### config.mk
export PLATFORM = sky130hd
export DESIGN_NAME = memory_responder
export DESIGN_NICKNAME = d
export VERILOG_FILES = /design/src/rtl/memory_pack.sv /design/src/rtl/memory_resp_array.sv /design/src/rtl/memory_responder.sv
export SDC_FILE = /design/constraint.sdc
export NUM_CORES = 2
export LEC_CHECK = 0
export ABC_AREA = 0
export CELL_PAD_IN_SITES_DETAIL_PLACEMENT = 1
export CELL_PAD_IN_SITES_GLOBAL_PLACEMENT = 2
export CORE_UTILIZATION = 42
export CTS_BUF_LIST = sky130_fd_sc_hd__clkbuf_2 sky130_fd_sc_hd__clkbuf_4 sky130_fd_sc_hd__clkbuf_8
export CTS_CLUSTER_DIAMETER = 30
export DETAILED_ROUTE_END_ITERATION = 10
export MAX_ROUTING_LAYER = met4
export PLACE_DENSITY_LB_ADDON = 0.15
export SLEW_MARGIN = 20
export SYNTH_ARGS = -nofsm -noshare
export SYNTH_HDL_FRONTEND = slang
export SYNTH_SLANG_ARGS = --single-unit
### constraint.sdc
create_clock -name clock -period 3 [get_ports clock]
set_clock_uncertainty 0.2 [all_clocks]
set_input_delay 0.6 -clock clock [delete_from_list [all_inputs] [get_ports clock]]
set_output_delay 0.6 -clock clock [all_outputs]
set_load 0.01 [all_outputs]
### src/rtl/memory_pack.sv
// Shared definitions for the configuration memory bus: FSM state encoding,
// transfer direction codes and default bus widths.
package memory_pack;

    typedef enum logic [1:0] {
        IDLE = 2'd0,
        WAIT = 2'd1,
        ACK  = 2'd2,
        DONE = 2'd3
    } mem_resp_state_e;

    localparam logic MEM_WRITE = 1'b1;
    localparam logic MEM_READ  = 1'b0;

    localparam int MEM_ADDR_W = 8;
    localparam int MEM_DATA_W = 8;

endpackage

### src/rtl/memory_resp_array.sv
// Configuration store: synchronous write, synchronous clear of every entry,
// and a registered read port that holds its value between reads.
module memory_resp_array
    import memory_pack::*;
#(
    parameter int ADDR_W = MEM_ADDR_W,
    parameter int DATA_W = MEM_DATA_W
) (
    input  logic              clock,
    input  logic              reset,
    input  logic              we,
    input  logic              re,
    input  logic [ADDR_W-1:0] addr,
    input  logic [DATA_W-1:0] wdata,
    output logic [DATA_W-1:0] rdata
);

    logic [DATA_W-1:0] mem_r [2**ADDR_W];
    logic [DATA_W-1:0] rdata_r;

    // Storage update, clear on reset, and read-port register.
    always_ff @(posedge clock) begin
        if (reset) begin
            for (int i = 0; i < 2**ADDR_W; i++) begin
                mem_r[i] <= '0;
            end
            rdata_r <= '0;
        end else begin
            if (we) begin
                mem_r[addr] <= wdata;
            end
            if (re) begin
                rdata_r <= mem_r[addr];
            end
        end
    end

    assign rdata = rdata_r;

endmodule

### src/rtl/memory_responder.sv
// Target end of the switch configuration memory bus with parameterised wait states.
// Optional read-only upper region enabled by defining MEM_RO_REGION_EN.
module memory_responder
    import memory_pack::*;
#(
    parameter int                ADDR_W      = MEM_ADDR_W,
    parameter int                DATA_W      = MEM_DATA_W,
    parameter int                WAIT_STATES = 1,
    parameter logic [ADDR_W-1:0] RO_BASE     = 8'hF0
) (
    input  logic              clock,
    input  logic              reset,
    input  logic              mem_sel_en,
    input  logic              mem_wr_rd_s,
    input  logic [ADDR_W-1:0] mem_addr,
    input  logic [DATA_W-1:0] mem_wr_data,
    output logic [DATA_W-1:0] mem_rd_data,
    output logic              mem_ack,
    output logic              busy,
    output logic              wr_violation
);

    localparam logic [3:0] CNT_LOAD = (WAIT_STATES > 0) ? 4'(WAIT_STATES - 1) : 4'd0;

    mem_resp_state_e   state_r;
    logic [3:0]        cnt_r;
    logic [ADDR_W-1:0] addr_r;
    logic [DATA_W-1:0] data_r;
    logic              wr_r;
    logic              ack_r;
    logic              busy_r;

    logic              go_s;
    logic              ro_s;
    logic              we_s;
    logic              re_s;
    logic [ADDR_W-1:0] cur_addr_s;
    logic [DATA_W-1:0] cur_data_s;
    logic              cur_wr_s;

    // Select the live inputs in IDLE (zero-wait path) or the latched request otherwise,
    // and decide whether this edge enters ACK.
    always_comb begin
        go_s       = 1'b0;
        cur_addr_s = addr_r;
        cur_data_s = data_r;
        cur_wr_s   = wr_r;
        case (state_r)
            IDLE: begin
                cur_addr_s = mem_addr;
                cur_data_s = mem_wr_data;
                cur_wr_s   = mem_wr_rd_s;
                go_s       = mem_sel_en && (WAIT_STATES == 0);
            end
            WAIT: begin
                go_s = mem_sel_en && (cnt_r == 4'd0);
            end
            default: begin
                go_s = 1'b0;
            end
        endcase
`ifdef MEM_RO_REGION_EN
        ro_s = (cur_addr_s >= RO_BASE);
`else
        ro_s = 1'b0;
`endif
        we_s = go_s && (cur_wr_s == MEM_WRITE) && !ro_s;
        re_s = go_s && (cur_wr_s == MEM_READ);
    end

    // Handshake FSM with wait counter and registered ack/busy.
    always_ff @(posedge clock) begin
        if (reset) begin
            state_r <= IDLE;
            cnt_r   <= 4'd0;
            addr_r  <= '0;
            data_r  <= '0;
            wr_r    <= 1'b0;
            ack_r   <= 1'b0;
            busy_r  <= 1'b0;
        end else begin
            ack_r <= 1'b0;
            case (state_r)
                IDLE: begin
                    if (mem_sel_en) begin
                        addr_r <= mem_addr;
                        data_r <= mem_wr_data;
                        wr_r   <= mem_wr_rd_s;
                        busy_r <= 1'b1;
                        if (go_s) begin
                            state_r <= ACK;
                            ack_r   <= 1'b1;
                        end else begin
                            state_r <= WAIT;
                            cnt_r   <= CNT_LOAD;
                        end
                    end else begin
                        busy_r <= 1'b0;
                    end
                end
                WAIT: begin
                    if (!mem_sel_en) begin
                        state_r <= IDLE;
                        busy_r  <= 1'b0;
                    end else if (go_s) begin
                        state_r <= ACK;
                        ack_r   <= 1'b1;
                    end else begin
                        cnt_r <= cnt_r - 4'd1;
                    end
                end
                ACK: begin
                    state_r <= DONE;
                end
                DONE: begin
                    if (!mem_sel_en) begin
                        state_r <= IDLE;
                        busy_r  <= 1'b0;
                    end else begin
                        state_r <= DONE;
                    end
                end
                default: begin
                    state_r <= IDLE;
                    busy_r  <= 1'b0;
                end
            endcase
        end
    end

`ifdef MEM_RO_REGION_EN
    logic viol_r;

    // Sticky flag for a write acked into the read-only region.
    always_ff @(posedge clock) begin
        if (reset) begin
            viol_r <= 1'b0;
        end else if (go_s && (cur_wr_s == MEM_WRITE) && ro_s) begin
            viol_r <= 1'b1;
        end else begin
            viol_r <= viol_r;
        end
    end

    assign wr_violation = viol_r;
`else
    assign wr_violation = 1'b0;
`endif

    memory_resp_array #(
        .ADDR_W (ADDR_W),
        .DATA_W (DATA_W)
    ) u_array (
        .clock (clock),
        .reset (reset),
        .we    (we_s),
        .re    (re_s),
        .addr  (cur_addr_s),
        .wdata (cur_data_s),
        .rdata (mem_rd_data)
    );

    assign mem_ack = ack_r;
    assign busy    = busy_r;

endmodule
# After elaboration in Yosys (flattened, before gate mapping)
# Memory sizes are Yosys's and may differ from the RTL's. A register that Yosys moved wholly into a read port is not among the register bits.
# Cells that the tools add are included.
[word_totals]
reg_bits = 25
ram_bits = 2048
inputBits = 20
n_memories = 1
[op_classes]
n_addsub = 1
eq_ne = 9
n_mux = 27
bitwise = 3
n_reduce_logical = 15
[mem_list]
columns = ["memory", "depth", "width", "read_ports", "rd_ports_with_merged_regs", "write_ports", "line_no", "source"]
rows = [
  ["u_array.mem_r", 256, 8, 1, 1, 256, "memory_resp_array.sv:18", "logic [DATA_W-1:0] mem_r [2**ADDR_W];"],
]
[ops]
columns = ["op", "n"]
rows = [
  ["8-bit 2-to-1 mux", 4],
  ["4-bit 2-to-1 mux", 4],
  ["1-bit 2-to-1 mux", 11],
  ["2-bit 2-to-1 mux", 5],
  ["2-bit != test, second input constant", 5],
  ["2-bit case mux with 4 select lines", 1],
  ["4-bit case mux with 2 select lines", 1],
  ["8-bit OR reduction", 1],
  ["2-bit AND reduction", 3],
  ["5-bit AND reduction", 1],
  ["2-bit equality test, second input constant", 2],
  ["4-bit logical NOT", 1],
  ["2-bit nonzero test", 2],
  ["2-bit OR reduction", 2],
  ["4-bit by 1-bit subtractor with 4-bit output, second input constant", 1],
  ["1-bit logical AND", 3],
  ["3-bit != test, second input constant", 1],
  ["1-bit inverter", 3],
  ["3-bit OR reduction", 1],
  ["2-bit by 1-bit equality test with 1-bit output, second input constant", 1],
  ["2-bit logical NOT", 1],
  ["1-bit case mux with 2 select lines", 1],
]

# Depth between registers and ports, before layout
[logic_depth]
depth_word = 9
depth_mapped = 13
mapped_depth_nobuf = 10

# Modules after synthesis
# A second synthesis with hierarchy kept.
[hier_totals]
cells_unflattened = 6462
hier_area_um2 = 96670.2
[by_module_without_submodules]
columns = ["module", "instances", "cells_each", "area_each_um2"]
rows = [
  ["memory_resp_array", 1, 6356, 95521.6],
  ["memory_responder", 1, 106, 1148.6],
]

# Worst setup path after synthesis
# Ideal clock, no wire load.
[synth_timing]
path_kind = "in2reg"
startpoint = "input mem_addr[0]"
endpoint = "memory u_array.mem_r[244][0] in the netlist's numbering, enable pin"
setup_time_ns = 0.329
arrival_ns = 2.663
required_time_ns = 2.471
path_slack_ns = -0.193
path_stages = 10
n_path_buf = 4
path_cell_list = "or4_1 -> o31ai_4 -> buf_6 -> buf_4 -> buf_4 -> nand2_2 -> nor2_2 -> buf_2 -> nand2_1 -> nand2_1"
[synth_lines]
columns = ["item", "line_no", "source"]
rows = [
  ["start, declared", "memory_responder.sv:15", "input logic [ADDR_W-1:0] mem_addr,"],
  ["end, declared", "memory_resp_array.sv:18", ""],
]

==> flow_summary.ini <==
[status]
outcome = complete, but fails checks
violations = setup timing

[sta]
final.setup.worst_slack_ps = -566
period_share_pct = 119
achievable-frequency_mhz = 280
finalMaxSlewViolations = 0
period_minus_slack_ps = 3570
rsz0062_at_grt = yes
finalHoldViolations = 0
setup_tns_ps = -303840
hold_slack_ps = 95.5
relSlewSlack_pct = 33.7
worst_pin_slew_ps = 995
setup-violations-final = 2680

[worst_setup_path]
reg2reg_depth = 14
r2r-end = u_array.rdata[5]$_SDFFE_PP0P_
cp-end-kind = flip-flop
arrival_ps = 4410
rrSetupSlack_ps = -570
cp-start-kind = flip-flop
worstSetupPathType = reg2reg
crit_required_ps = 3840
crit_fanout = 7

[layout]
syn_to_final_growth_pct = 35.1
layout_commonest_cell = edfxtp_1
finalNetCount = 8337
fillCellCount = 20400
fin_cells = 11400
layout_common_cells = edfxtp_1, nor2_1, buf_4
drive_gt1_share_pct = 31.0

[clock_network]
cts_sinks = 2081
cts_tree = done
clk_pin_slew_ps = 60
cts_root_buffer = clkbuf_8
clock_path_buffers = 4
h-tree-depth = 5
worstSkewPairLatency_ps = 1130
numCtsBuffers = 491

[route]
antenna_left = 0
post-route-drc-count = 0
totalWireLength_mm = 347
first_pass_iters = 6
vias_per_cell = 6.01
drt-initial-drc-count = 7809
vias = 68600
wl_per_cell_um = 30.4

[logic_synthesis]
synth_area_per_cell_um2 = 12.3
synth-seq-area-share_pct = 71.1
synth_ff_type = edfxtp_1
synthCells = 7115
yosysUniqueCellTypes = 57
ys_ff_latch = 2081
syn_nets = 7136
async_flop_share_pct = 0
ys_warn_count = 0
synth_area_mm2 = 0.0874
synth_edf_count = 2048

[power]
power.leakage_nw = 42.4
ir_drop_mv = 0.606
cellPowerDensity_mw_per_mm2 = 716

[floorplanning]
die_h_um = 458
start_util_pct = 42.3
core_area_mm2 = 0.207
die_w_um = 458
die_area_mm2 = 0.210
rows = 167
io_pins = 31

[flow_run]
cap_violations = 0

[grt]
antenna_found_initial = 11
first_global_vias = 70500
grt_max_degree = 70
groute.usage.overall_pct = 33.1
grt_pass1_wl_mm = 490
overflow = 0

[hold_path]
hold_start = mem_addr[7]
min_to = addr_r[7]$_SDFFE_PP0P_
holdPathStages = 3
hold_class = in2reg

[place]
place_hpwl_mm = 220
portBuffers = 29
gp_congestion = 0.894
dp.cells = 10400
[per-stage QoR]
step	util [%]	cell area, um^2	setup slack (ps)	power (mW)
2_1_floorplan	-	88000	-77.8	38.8
3_3_place_gp	48.7	101000	-2110	45.7
3_5_place_dp	48.7	101000	-1870	45.9
4_1_cts	55.6	115000	-454	83.7
5_1_grt	57.1	118000	-602	86.7
6_report	57.1	118000	-566	84.6
[per-layer routing]
layer  vias up  share of wire [%]  track usage (%)
met5         -                  0                -
met4         0                3.8             12.4
met3       683                8.2             5.75
met2      3165                 47             51.7
met1     35700                 41             43.3
li1      29100                  -                -
[how the worst max path moves through the flow]
stage                     start                                   to  slack (ps)  depth (start not counted)
global route          flip-flop        u_array.rdata[4]$_SDFFE_PP0P_        -600                         14
CTS                   flip-flop        u_array.rdata[4]$_SDFFE_PP0P_        -450                         15
detailed placement  mem_addr[0]        u_array.rdata[0]$_SDFFE_PP0P_       -1870                         13
floorplan             flip-flop  u_array.mem_r[146][0]$_SDFFCE_PN0P_         -80                         10
finish                flip-flop        u_array.rdata[5]$_SDFFE_PP0P_        -570                         14
global placement    mem_addr[0]        u_array.rdata[5]$_SDFFE_PP0P_       -2110                         12
[kinds of logic after synthesis]
group | count (synthesis) | share of synthesized area [%]
AOI/OAI and AO/OA | 1311 | 11.4
DFF | 2081 | 71.1
adders and majority gates | 1 | 0.0143
muxes | 18 | 0.225
and+or+nand+nor | 3103 | 14.2
other | 1 | 0.00429
xor gates and xnor gates | 1 | 0.0100
buffers and inverters | 599 | 3.02
[area by class of cell]
| cell class | instances | area [um^2] | share of cell area, % |
|---|---|---|---|
| Inverter | 6 | 30.0 | 0.0254 |
| Sequential cell | 2081 | 62200 | 52.6 |
| Multi-Input combinational cell | 4435 | 26900 | 22.8 |
| Tap cell | 2704 | 3380 | 2.86 |
| Antenna cell | 10 | 25.0 | 0.0212 |
| Clock buffer | 573 | 7400 | 6.27 |
| Timing Repair Buffer | 1301 | 14800 | 12.5 |
| Clock inverter | 319 | 3420 | 2.89 |
[what timing repair did]
item | 4_1_cts | 5_1_grt
hold buffers | 9 | 0
cloned | 22 | 9
endpoints found under the setup margin | 4107 | 3975
pin swaps | 132 | 129
resized for setup | 434 | 441
hold endpoints to repair | 9 | 0
setup buffers | 67 | 94
[flip-flops by register name, summed over array words and instances, names as in the netlist, named ones only]
name,cells
u_array.rdata,8
mem_ack,1
state_r,1
addr_r,8
busy,1
wr_r,1
cnt_r,4
u_array.mem_r,2048
data_r,8
[where the power goes]
group	internal (mW)	switching [mW]
clock	22.4	14.2
sequential	32.8	0.429
combinational	5.36	9.42
total	60.6	24.0
[worst max-delay path, stage by stage (launching register included)]
cell,delay [ps]
dfxtp_4,370
or4_4,550
o31ai_4,80
buf_12,160
buf_6,110
buf_16,170
buf_4,150
buf_4,110
a22oi_1,80
and3_1,200
a21oi_2,210
a31oi_4,140
a2111oi_4,600
a21oi_2,150
a41oi_2,190
[cells in the mapped netlist, types with 32 or more instances]
master	number	area [um^2]
edfxtp_1	2048	61500
clkbuf_1	323	1210
o22ai_1	43	269
a221oi_1	116	1020
o21ai_0	32	160
buf_4	39	293
nand2_1	542	2030
nor3_1	53	265
nor2_1	2072	7780
a21oi_1	89	445
a22o_1	79	692
dfxtp_1	33	661
a311oi_1	55	482
nand3_1	313	1570
a22oi_1	806	6050
and3_1	41	257
buf_1	48	180
a221o_1	42	420
buf_2	180	901
Power figures use the tool's default switching activity.
